## src/rtl/uart_rx_hsk.sv

```systemverilog
// 8N1 UART receiver with a one-byte holding register handed off over a 4-phase req/ack handshake.
// Optional even-parity frames (11 bits, extra out_parity_err pulse) when UART_RX_PARITY_EN is defined.
module uart_rx_hsk #(
    parameter int CLKS_PER_BIT = 434,
    parameter int SYNC_STAGES  = 2
) (
    input  logic       in_clk,
    input  logic       in_rst,
    input  logic       in_rx,
    input  logic       in_rx_enable,
    output logic [7:0] out_data_rx,
    output logic       out_data_rx_hsk_req,
    input  logic       in_data_rx_hsk_ack,
    output logic       out_frame_err,
`ifdef UART_RX_PARITY_EN
    output logic       out_parity_err,
`endif
    output logic       out_overrun
);

    localparam int TW = $clog2(CLKS_PER_BIT);
    localparam logic [TW-1:0] T_HALF = TW'(CLKS_PER_BIT / 2 - 1);
    localparam logic [TW-1:0] T_FULL = TW'(CLKS_PER_BIT - 1);

    typedef enum logic [2:0] {RX_IDLE, RX_START, RX_DATA, RX_PARITY, RX_STOP} rx_state_t;
    typedef enum logic [1:0] {H_EMPTY, H_FULL, H_REQ, H_WAIT_ACK_LOW} hs_state_t;

    logic [SYNC_STAGES-1:0] sync_q, sync_d;
    logic                   rxs_prev_q, rxs_prev_d;
    rx_state_t              rx_state_q, rx_state_d;
    logic [TW-1:0]          timer_q, timer_d;
    logic [2:0]             bit_cnt_q, bit_cnt_d;
    logic [7:0]             shift_q, shift_d;
    hs_state_t              hs_state_q, hs_state_d;
    logic [7:0]             data_q, data_d;
    logic                   req_q, req_d;
    logic                   frame_err_q, frame_err_d;
    logic                   overrun_q, overrun_d;
    logic                   rxs;
    logic                   byte_valid;
    logic                   frame_bad;
    logic                   parity_bad;
`ifdef UART_RX_PARITY_EN
    logic                   par_bad_q, par_bad_d;
    logic                   parity_err_q, parity_err_d;
`endif

    assign rxs = sync_q[SYNC_STAGES-1];

    always_comb begin
        sync_d     = {sync_q[SYNC_STAGES-2:0], in_rx};
        rxs_prev_d = rxs;
        rx_state_d = rx_state_q;
        timer_d    = timer_q + TW'(1);
        bit_cnt_d  = bit_cnt_q;
        shift_d    = shift_q;
        byte_valid = 1'b0;
        frame_bad  = 1'b0;
        parity_bad = 1'b0;
`ifdef UART_RX_PARITY_EN
        par_bad_d  = par_bad_q;
`endif
        case (rx_state_q)
            RX_IDLE: begin
                timer_d = '0;
                if (rxs_prev_q && !rxs) rx_state_d = RX_START;
            end
            RX_START: begin
                if (timer_q == T_HALF) begin
                    timer_d    = '0;
                    bit_cnt_d  = '0;
                    rx_state_d = rxs ? RX_IDLE : RX_DATA;
                end
            end
            RX_DATA: begin
                if (timer_q == T_FULL) begin
                    timer_d   = '0;
                    shift_d   = {rxs, shift_q[7:1]};
                    bit_cnt_d = bit_cnt_q + 3'd1;
`ifdef UART_RX_PARITY_EN
                    if (bit_cnt_q == 3'd7) rx_state_d = RX_PARITY;
`else
                    if (bit_cnt_q == 3'd7) rx_state_d = RX_STOP;
`endif
                end
            end
`ifdef UART_RX_PARITY_EN
            RX_PARITY: begin
                if (timer_q == T_FULL) begin
                    timer_d    = '0;
                    par_bad_d  = rxs ^ (^shift_q);
                    rx_state_d = RX_STOP;
                end
            end
`endif
            RX_STOP: begin
                // Decide in the sample cycle; the rest of the stop bit is spent in IDLE.
                if (timer_q == T_FULL) begin
                    timer_d    = '0;
                    rx_state_d = RX_IDLE;
                    if (!rxs) frame_bad = 1'b1;
`ifdef UART_RX_PARITY_EN
                    else if (par_bad_q) parity_bad = 1'b1;
`endif
                    else byte_valid = 1'b1;
                end
            end
            default: rx_state_d = RX_IDLE;
        endcase
    end

    always_comb begin
        hs_state_d  = hs_state_q;
        data_d      = data_q;
        req_d       = req_q;
        overrun_d   = 1'b0;
        frame_err_d = frame_bad;
`ifdef UART_RX_PARITY_EN
        parity_err_d = parity_bad;
`endif
        case (hs_state_q)
            H_EMPTY: begin
                if (byte_valid) begin
                    data_d     = shift_q;
                    req_d      = in_rx_enable;
                    hs_state_d = in_rx_enable ? H_REQ : H_FULL;
                end
            end
            H_FULL: begin
                overrun_d = byte_valid;
                if (in_rx_enable) begin
                    req_d      = 1'b1;
                    hs_state_d = H_REQ;
                end
            end
            H_REQ: begin
                overrun_d = byte_valid;
                if (in_data_rx_hsk_ack) begin
                    req_d      = 1'b0;
                    hs_state_d = H_WAIT_ACK_LOW;
                end
            end
            H_WAIT_ACK_LOW: begin
                if (!in_data_rx_hsk_ack) begin
                    // A byte landing as the handshake closes is accepted, not an overrun.
                    hs_state_d = H_EMPTY;
                    if (byte_valid) begin
                        data_d     = shift_q;
                        req_d      = in_rx_enable;
                        hs_state_d = in_rx_enable ? H_REQ : H_FULL;
                    end
                end else begin
                    overrun_d = byte_valid;
                end
            end
            default: hs_state_d = H_EMPTY;
        endcase
    end

    always_ff @(posedge in_clk or negedge in_rst) begin
        if (!in_rst) begin
            sync_q      <= '1;
            rxs_prev_q  <= 1'b1;
            rx_state_q  <= RX_IDLE;
            timer_q     <= '0;
            bit_cnt_q   <= '0;
            shift_q     <= '0;
            hs_state_q  <= H_EMPTY;
            data_q      <= '0;
            req_q       <= 1'b0;
            frame_err_q <= 1'b0;
            overrun_q   <= 1'b0;
`ifdef UART_RX_PARITY_EN
            par_bad_q    <= 1'b0;
            parity_err_q <= 1'b0;
`endif
        end else begin
            sync_q      <= sync_d;
            rxs_prev_q  <= rxs_prev_d;
            rx_state_q  <= rx_state_d;
            timer_q     <= timer_d;
            bit_cnt_q   <= bit_cnt_d;
            shift_q     <= shift_d;
            hs_state_q  <= hs_state_d;
            data_q      <= data_d;
            req_q       <= req_d;
            frame_err_q <= frame_err_d;
            overrun_q   <= overrun_d;
`ifdef UART_RX_PARITY_EN
            par_bad_q    <= par_bad_d;
            parity_err_q <= parity_err_d;
`endif
        end
    end

    assign out_data_rx         = data_q;
    assign out_data_rx_hsk_req = req_q;
    assign out_frame_err       = frame_err_q;
    assign out_overrun         = overrun_q;
`ifdef UART_RX_PARITY_EN
    assign out_parity_err      = parity_err_q;
`endif

endmodule

```

## config.mk

```make
export PLATFORM = sky130hd
export DESIGN_NAME = uart_rx_hsk
export DESIGN_NICKNAME = d
export VERILOG_FILES = /design/src/rtl/uart_rx_hsk.sv
export SDC_FILE = /design/constraint.sdc
export NUM_CORES = 1
export LEC_CHECK = 0
export CAP_MARGIN = 20
export CORE_MARGIN = 8
export CORE_UTILIZATION = 30
export CTS_CLUSTER_DIAMETER = 100
export DETAILED_ROUTE_END_ITERATION = 8
export MAX_ROUTING_LAYER = met4
export SETUP_SLACK_MARGIN = 0.15
export SYNTH_ARGS = -nofsm -noshare
export SYNTH_HDL_FRONTEND = slang
export SYNTH_SLANG_ARGS = --single-unit
```

## constraint.sdc

```tcl
create_clock -name in_clk -period 1.92 [get_ports in_clk]
set_input_delay 0.288 -clock in_clk [delete_from_list [all_inputs] [get_ports in_clk]]
set_output_delay 0.288 -clock in_clk [all_outputs]
set_load 0.1 [all_outputs]
```

==> results of run 1 <==
[worst paths after layout]
path / startpoint / to / cells past startpoint
setup / recovery: timer_q[0] / bit_cnt_q[0] / 6
hold / removal: in_rst / out_data_rx[2] / 2
setup reg to reg: timer_q[0] / bit_cnt_q[0] / 6
hold reg to reg: sync_q[0] / sync_q[1] / 0
max in group asynchronous: in_rst / timer_q[2] / 2
min in group in_clk: sync_q[0] / sync_q[1] / 0
[sequential cells by signal (all words and copies together), names as in the netlist]
signal / count
out_overrun: 1
hs_state_q: 2
timer_q: 9
out_frame_err: 1
sync_q: 2
rxs_prev_q: 1
out_data_rx: 8
bit_cnt_q: 3
rx_state_q: 3
out_data_rx_hsk_req: 1
shift_q: 8
[worst register-to-register path: cells and delay by family (launching register included)]
kind                       cells  cell delay [ns]
muxes                          1             0.27
DFF                            1             0.41
and+or+nand+nor                2             0.68
AOI/OAI and AO/OA              1             0.15
buffers and inverters          1             0.08
adders and majority gates      1             0.12
[stage by stage]
step           setup slack [ns]  power [W]
2_1_floorplan            0.1552   0.001533
3_3_place_gp             0.1301   0.001698
3_5_place_dp            0.06549   0.001707
4_1_cts                 0.08859   0.002309
5_1_grt                 0.01417   0.002529
6_report                0.09423   0.002351
[power by group through the flow]
stage	registers [W]	clock network [W]	logic, W
floorplan	0.00108	0	0.000451
global placement	0.00102	0	0.000679
detailed placement	0.00102	0	0.000685
CTS	0.000995	0.000566	0.000748
global route	0.00101	0.000606	0.000913
finish	0.00100	0.000545	0.000806
[layout make-up]
cell class | count | area share [%]
clock buffer | 5 | 2.875
clock inverter | 3 | 0.8364
inverter | 12 | 1.882
multi-input combinational | 103 | 38.37
sequential | 39 | 40.98
tap | 77 | 4.025
timing repair buffer | 30 | 11.03
[what timing repair did]
action,CTS,global route
setup buffers,3,5
pin swaps,5,5
cloned,0,1
endpoints found under the setup margin,28,33
gates resized for setup,2,16
[cell families (layout without fill, tap and decap cells)]
group	count (synthesis)	count (layout)	synth area share, %
AOI/OAI and AO/OA	16	16	6.535
xor gates and xnor gates	7	7	3.234
adders and majority gates	10	10	6.601
buffers and inverters	15	50	3.960
DFF	39	39	51.68
muxes	21	21	12.61
and+or+nand+nor	49	49	15.38
[layer usage]
metal / up-vias / global-route usage, % / routed length [um]
met4: 0 / 3.073 / 23
met3: 2 / 1.890 / 105
met1: 625 / 9.868 / 1703
met2: 14 / 13.64 / 1844
li1: 623 / - / -
met5: - / - / 0
[placed cells by master, fill, tap and decap left out, types with 8 or more instances in the layout]
cell type and n:
nor2_1 13, mux2_4 9, ha_1 9, nand2_1 8, mux2_2 11, buf_4 23, dfrtp_1 35, inv_1 10
==> impl_metrics.tcl, run 1 <==
set metrics [dict create \
    die_w_um 95.49 \
    clkTransAtPathRegs_ns 0.08 \
    clock_latency_ns 0.29 \
    row_count 29 \
    fp.dieH_um 95.49 \
    timing.fmax_mhz 547.7 \
    root_buffer "clkbuf_8" \
    overflow 0 \
    post-route-period-util_pct 95.09 \
    ioPinCount 16 \
    tritoncts "yes" \
    h-tree-depth 2 \
    synth_fp_nets 172 \
    setup_viol 0 \
    slowest_stage "or4b_4" \
    place.gp.congestion 0.8146 \
    rsz0062_at_grt "yes" \
    cp_cell_sequence "inv_2 > ha_4 > or4b_4 > nor3_4 > a31oi_2 > mux2_4" \
    hpwl_um 2435 \
    drc_errors 0 \
    antenna_cells 0 \
    yosys_warnings 0 \
    synth.top_cell.area_share_pct 47.52 \
    finalNonFillerCells 269 \
    combinationalPowerShare_pct 34.3 \
    maxSlewViolCount 0 \
    drv_cap 0 \
    critPathMaxStageDelay_ns 0.46 \
    p_leak_nw 1.111 \
    placed_cell_area_um2 2146 \
    crit_type "register to register" \
    final_layout_size_suffix_gt1_share_pct 40.10 \
    seqCellArea_um2 980.9 \
    clock-skew-final_ns 0.007417 \
    relSlewSlack_pct 66.29 \
    cts.path.max_buffers 2 \
    stdcell_area_um2 2394 \
    critPathLaunchType "register" \
    hold_buffers 0 \
    die_area_um2 9118 \
    path_max_fanout 3 \
    drt_wl_total_um 3677 \
    grt_usage_pct 8.363 \
    end_kind "register" \
    fin_crit_ns 1.826 \
    cts.sinks 39 \
    syn_avg_cell_area_um2 12.07 \
    viasPerCell 4.699 \
    path_delay_family "simple AND/OR/NAND/NOR gates" \
    syn-cell-area_um2 1896 \
    p_clk_share_pct 23.2 \
    synth_common_cells "36 x dfrtp_1, 19 x mux2_2, 15 x nor2_1" \
    synth_area_leaders "dfrtp_1 48%, mux2_2 11%, ha_1 6.6%" \
    antenna_found_initial 0 \
    hold_ws_ns 0.04748 \
    dr.pass1.iters 4 \
    synth-seq-cells 39 \
    core_area_um2 6241 \
    dp_cells 252 \
    max_slew.worst_pin.slew_ns 0.5056 \
    io_buffer_count 15 \
    synth_cell_types 38 \
    drtIter0Drc 37 \
    p_seq_share_pct 42.5 \
    syn_to_final_growth_pct 26.27 \
    status "completed" \
    setup_tns_ns 0 \
    power.density_nw_per_um2 982.4 \
    synth_edf_count 0 \
    synthMostInstantiatedCell "dfrtp_1" \
    hold_viol 0 \
    min_path_type "input pin to async pin" \
    synth_flop_cell "dfrtp_1" \
    nets 206 \
    netlist_instances 157 \
    ir_worst_vdd_mv 0.6577 \
    grt_pass1_wl_um 5954 \
    dr_total_vias 1264 \
    crit_required_ns 2.09 \
    cts_buffers 5 \
    grt_pass1_vias 1302 \
    swShare_pct 33.53 \
    start_util_pct 30.37 \
    multi_input_area_um2 918.4 \
    seq_area_frac_synth_pct 51.68 \
    final_util_pct 38.35 \
    async_flop_share_pct 100.0 \
    fillCellCount 604 \
    p_int_w 0.001563 \
    grt_start_max_net_pins 40 \
    cp.arrival_ns 2.00 \
    power.switching_w 0.0007884 \
    synth_top_area_cell "dfrtp_1" \
    drtAntennaViolNets 0 \
    r2r_slack_ns 0.09 \
    crit_buf_inv 1 \
    post_drt_wl_per_cell_um 13.67 \
]
Note: power is estimated with default switching activity, not from simulation.
==> run 2, diff against run 1 <==
Settings changed: MAX_ROUTING_LAYER met4 to unset.
==> run 2 against run 1 <==
Critical path depth stayed put. Register-to-register slack hardly changed. Highest routed layer unchanged. Clock skew hardly changed. Global-route usage is 0.25 points lower. Largest cell class unchanged. Routed wire length is 0.41% lower. Setup slack worse by 0.0012 ns. Clock power hardly changed. Final area stayed put. Via count is 0.47% lower.
==> impl_metrics.tcl, run 2 (synthesis results as in run 1) <==
set metrics [dict create \
    rsz0062_at_grt "yes" \
    pre_cts_slack_ns 0.06549 \
    maxSlewViolCount 0 \
    largest_register_ffs 9 \
    grt_start_max_net_pins 40 \
    cts_buffers 5 \
    mostFrequentLayoutCells "35 x dfrtp_1, 23 x buf_4, 13 x nor2_1" \
    nets 206 \
    r2r-start "timer_q[0]" \
    final_util_pct 38.35 \
    setup_tns_ns 0 \
    drtAntennaViolNets 0 \
    post-route-period-util_pct 95.15 \
    r2r_slack_ns 0.09 \
    path_max_fanout 3 \
    stdcell_area_um2 2394 \
    status "completed" \
    largest-register "timer_q" \
    crit_required_ns 2.09 \
    p_leak_nw 1.111 \
    h-tree-depth 2 \
    cts.path.max_buffers 2 \
    clock_latency_ns 0.29 \
    clock-skew-final_ns 0.007763 \
    drc_errors 0 \
    min_path_type "input pin to async pin" \
    row_count 29 \
    dr.pass1.iters 4 \
    start_util_pct 30.37 \
    hold_viol 0 \
    ir_worst_vdd_mv 0.6577 \
    layout_setup_ws_ns 0.09305 \
    grt_usage_pct 8.116 \
    final_layout_size_suffix_gt1_share_pct 40.10 \
    io_buffer_count 15 \
    power.density_nw_per_um2 981.9 \
    cp.arrival_ns 2.00 \
    dr_total_vias 1258 \
    end_kind "register" \
    final_common_cell "dfrtp_1" \
    antenna_cells 0 \
    drt_wl_total_um 3662 \
    ff2ff_path_depth 6 \
    tritoncts "yes" \
    clkTransAtPathRegs_ns 0.08 \
    hold_ws_ns 0.04257 \
    root_buffer "clkbuf_8" \
    antenna_found_initial 0 \
    placed_cell_area_um2 2146 \
    drtIter0Drc 39 \
    setup_viol 0 \
    max_slew.worst_pin.slew_ns 0.4919 \
    fp.dieH_um 95.49 \
    syn_to_final_growth_pct 26.27 \
    die_area_um2 9118 \
    core_area_um2 6241 \
    cts.sinks 39 \
    viasPerCell 4.677 \
    drv_cap 0 \
    overflow 0 \
    grt_pass1_vias 1302 \
    ioPinCount 16 \
    hpwl_um 2435 \
    critPathLaunchType "register" \
    crit_type "register to register" \
    fin_crit_ns 1.827 \
    die_w_um 95.49 \
    timing.fmax_mhz 547.4 \
    post_drt_wl_per_cell_um 13.61 \
    reg2reg_to "bit_cnt_q[0]" \
    relSlewSlack_pct 67.21 \
    grt_pass1_wl_um 5947 \
    place.gp.congestion 0.8030 \
]
run 2: cell counts in the layout (fill, tap and decap cells not counted):
Identical to the previous run, type by type.
run 2: power breakdown:
group	switching, W	internal (W)	total [W]
clock network	0.000291	0.000253	0.000543
logic	0.000411	0.000396	0.000806
registers	0.0000856	0.000915	0.00100
run 2: worst max-delay path by stage:
stage | startpoint | cells past startpoint | slack [ns] | to
3_5_place_dp | timer_q[0] | 6 | 0.07 | bit_cnt_q[0]
6_report | timer_q[0] | 6 | 0.09 | bit_cnt_q[0]
2_1_floorplan | timer_q[1] | 6 | 0.16 | shift_q[1]
3_3_place_gp | timer_q[0] | 6 | 0.13 | bit_cnt_q[0]
5_1_grt | timer_q[1] | 6 | 0.01 | bit_cnt_q[0]
4_1_cts | timer_q[0] | 6 | 0.09 | bit_cnt_q[0]
run 2: cell type report:
cell class	count	area [um^2]
Tap cell	77	96.34
Clock inverter	3	20.02
Fill cell	604	3847
Multi-Input combinational cell	103	918.4
Clock buffer	5	68.82
Inverter	12	45.04
Sequential cell	39	980.9
Timing Repair Buffer	30	264.0
run 2: per-layer routing:
metal	part of all wire, %	up-vias	global-route usage, %
met5	0	-	0
met4	0.82	0	3.073
met3	3.2	2	1.890
met2	50	15	13.64
met1	46	618	9.868
li1	-	623	-
run 2: critical path, stage by stage, from the launching register on:
cell     delay [ns]
dfrtp_1        0.41
inv_2          0.08
ha_4           0.12
or4b_4         0.46
nor3_4         0.22
a31oi_2        0.15
mux2_4         0.27
run 2: timing repair:
| item | CTS | global route |
|---|---|---|
| hold buffers | 0 | 0 |
| setup endpoints to repair | 28 | 33 |
| pin swaps | 5 | 5 |
| buffers inserted | 3 | 5 |
| cloned | 0 | 1 |
| resized for setup | 2 | 16 |
run 2: stage by stage:
stage	std cells	total power (W)
after floorplan	157	0.001533
after global placement	252	0.001698
after detailed placement	252	0.001707
after CTS	263	0.002309
after global routing	269	0.002529
final	269	0.002350
==> run 3, diff against run 2 <==
Settings changed: SKIP_CTS_REPAIR_TIMING set to 1.
==> run 3 against run 2 <==
Setup slack got worse by 0.039 ns. Worst hold slack worse by 0.0049 ns. Fmax shrank 2.1%. Via count fell by 3.3%. First-iteration DRC count is 13% lower. Final cell count down 2.2%. Largest cell class unchanged. Highest routed layer unchanged.
==> impl_metrics.tcl, run 3 (synthesis results as in run 1) <==
set metrics [dict create \
    final_util_pct 36.45 \
    maxSlewViolCount 0 \
    die_area_um2 9118 \
    cts_buffers 5 \
    post_drt_wl_per_cell_um 12.73 \
    core_area_um2 6241 \
    dr_total_vias 1217 \
    start_util_pct 30.37 \
    max_slew.worst_pin.slew_ns 0.4811 \
    io_buffer_count 15 \
    r2r_slack_ns 0.05 \
    largest_register_ffs 9 \
    path_max_fanout 5 \
    clock-skew-final_ns 0.01215 \
    rsz0062_at_grt "yes" \
    critPathLaunchType "register" \
    fin_crit_ns 1.866 \
    drt_wl_total_um 3348 \
    crit_type "register to register" \
    grt_start_max_net_pins 40 \
    final_layout_size_suffix_gt1_share_pct 37.10 \
    hpwl_um 2435 \
    drc_errors 0 \
    hold_viol 0 \
    antenna_found_initial 0 \
    crit_required_ns 2.09 \
    mostFrequentLayoutCells "34 x dfrtp_1, 19 x mux2_2, 19 x buf_4" \
    cp.arrival_ns 2.03 \
    finalNonFillerCells 263 \
    end_kind "register" \
    die_w_um 95.49 \
    reg2reg_to "bit_cnt_q[0]" \
    largest-register "timer_q" \
    row_count 29 \
    cts.path.max_buffers 2 \
    ioPinCount 16 \
    grt_pass1_wl_um 5768 \
    tritoncts "yes" \
    clkTransAtPathRegs_ns 0.08 \
    setup_tns_ns 0 \
    p_leak_nw 1.065 \
    r2r-start "timer_q[0]" \
    dp_cells 252 \
    h-tree-depth 2 \
    clock_latency_ns 0.29 \
    post-route-period-util_pct 97.16 \
    drtIter0Drc 34 \
    final_common_cell "dfrtp_1" \
    setup_viol 0 \
    pre_cts_slack_ns 0.06549 \
    fillCellCount 623 \
    timing.fmax_mhz 536.0 \
    antenna_cells 0 \
    place.gp.congestion 0.8030 \
    syn_to_final_growth_pct 20.00 \
    fp.dieH_um 95.49 \
    crit_path_start "timer_q[0]" \
    ir_worst_vdd_mv 0.6593 \
    nets 200 \
    dr.pass1.iters 4 \
    drtAntennaViolNets 0 \
    relSlewSlack_pct 67.93 \
    viasPerCell 4.627 \
    status "completed" \
    overflow 0 \
    min_path_type "input pin to async pin" \
    finalPower_w 0.002287 \
    layout_setup_ws_ns 0.05445 \
    drv_cap 0 \
    ff2ff_path_depth 6 \
    grt_pass1_vias 1280 \
    cts.sinks 39 \
    grt_usage_pct 7.869 \
    power.density_nw_per_um2 1005 \
    root_buffer "clkbuf_8" \
]
[run 3: through the flow]
stage	cell area [um^2]	hold slack [ns]
2_1_floorplan	1904	-0.007591
3_3_place_gp	2146	0.3456
3_5_place_dp	2146	0.3529
4_1_cts	2235	0.06022
5_1_grt	2275	0.08059
6_report	2275	0.03765
[run 3: per-layer routing]
layer / part of all wire [%] / global-route usage [%] / up-vias / routed length, um
met4: 0.87 / 3.073 / 0 / 29
met1: 45 / 9.585 / 598 / 1501
met2: 51 / 13.12 / 11 / 1706
met5: 0 / 0 / - / 0
met3: 3.3 / 1.890 / 2 / 110
li1: - / - / 606 / -
[run 3: power by group]
group          switching (W)  internal, W
Sequential         0.0000917     0.000917
Combinational       0.000385     0.000354
Clock               0.000286     0.000253
[run 3: critical path, stage by stage, from the launching register on]
cell     delay, ns
dfrtp_2       0.44
inv_2         0.07
ha_4          0.11
or4b_4        0.46
nor3_4        0.25
a31oi_2       0.14
mux2_4        0.27
[run 3: area by class of cell]
class                      instances  area [um^2]  area share [%]
sequential                        39        982.2           43.18
timing repair buffer              24        197.7           8.691
inverter                          12        45.04           1.980
multi-input combinational        103        864.6           38.01
tap                               77        96.34           4.235
clock buffer                       5        68.82           3.025
clock inverter                     3        20.02          0.8801
[run 3: worst max-delay path by stage]
| stage | to | slack [ns] |
|---|---|---|
| CTS | bit_cnt_q[0] | 0.06 |
| global placement | bit_cnt_q[0] | 0.13 |
| global route | bit_cnt_q[0] | -0.02 |
| floorplan | shift_q[1] | 0.16 |
| finish | bit_cnt_q[0] | 0.05 |
| detailed placement | bit_cnt_q[0] | 0.07 |
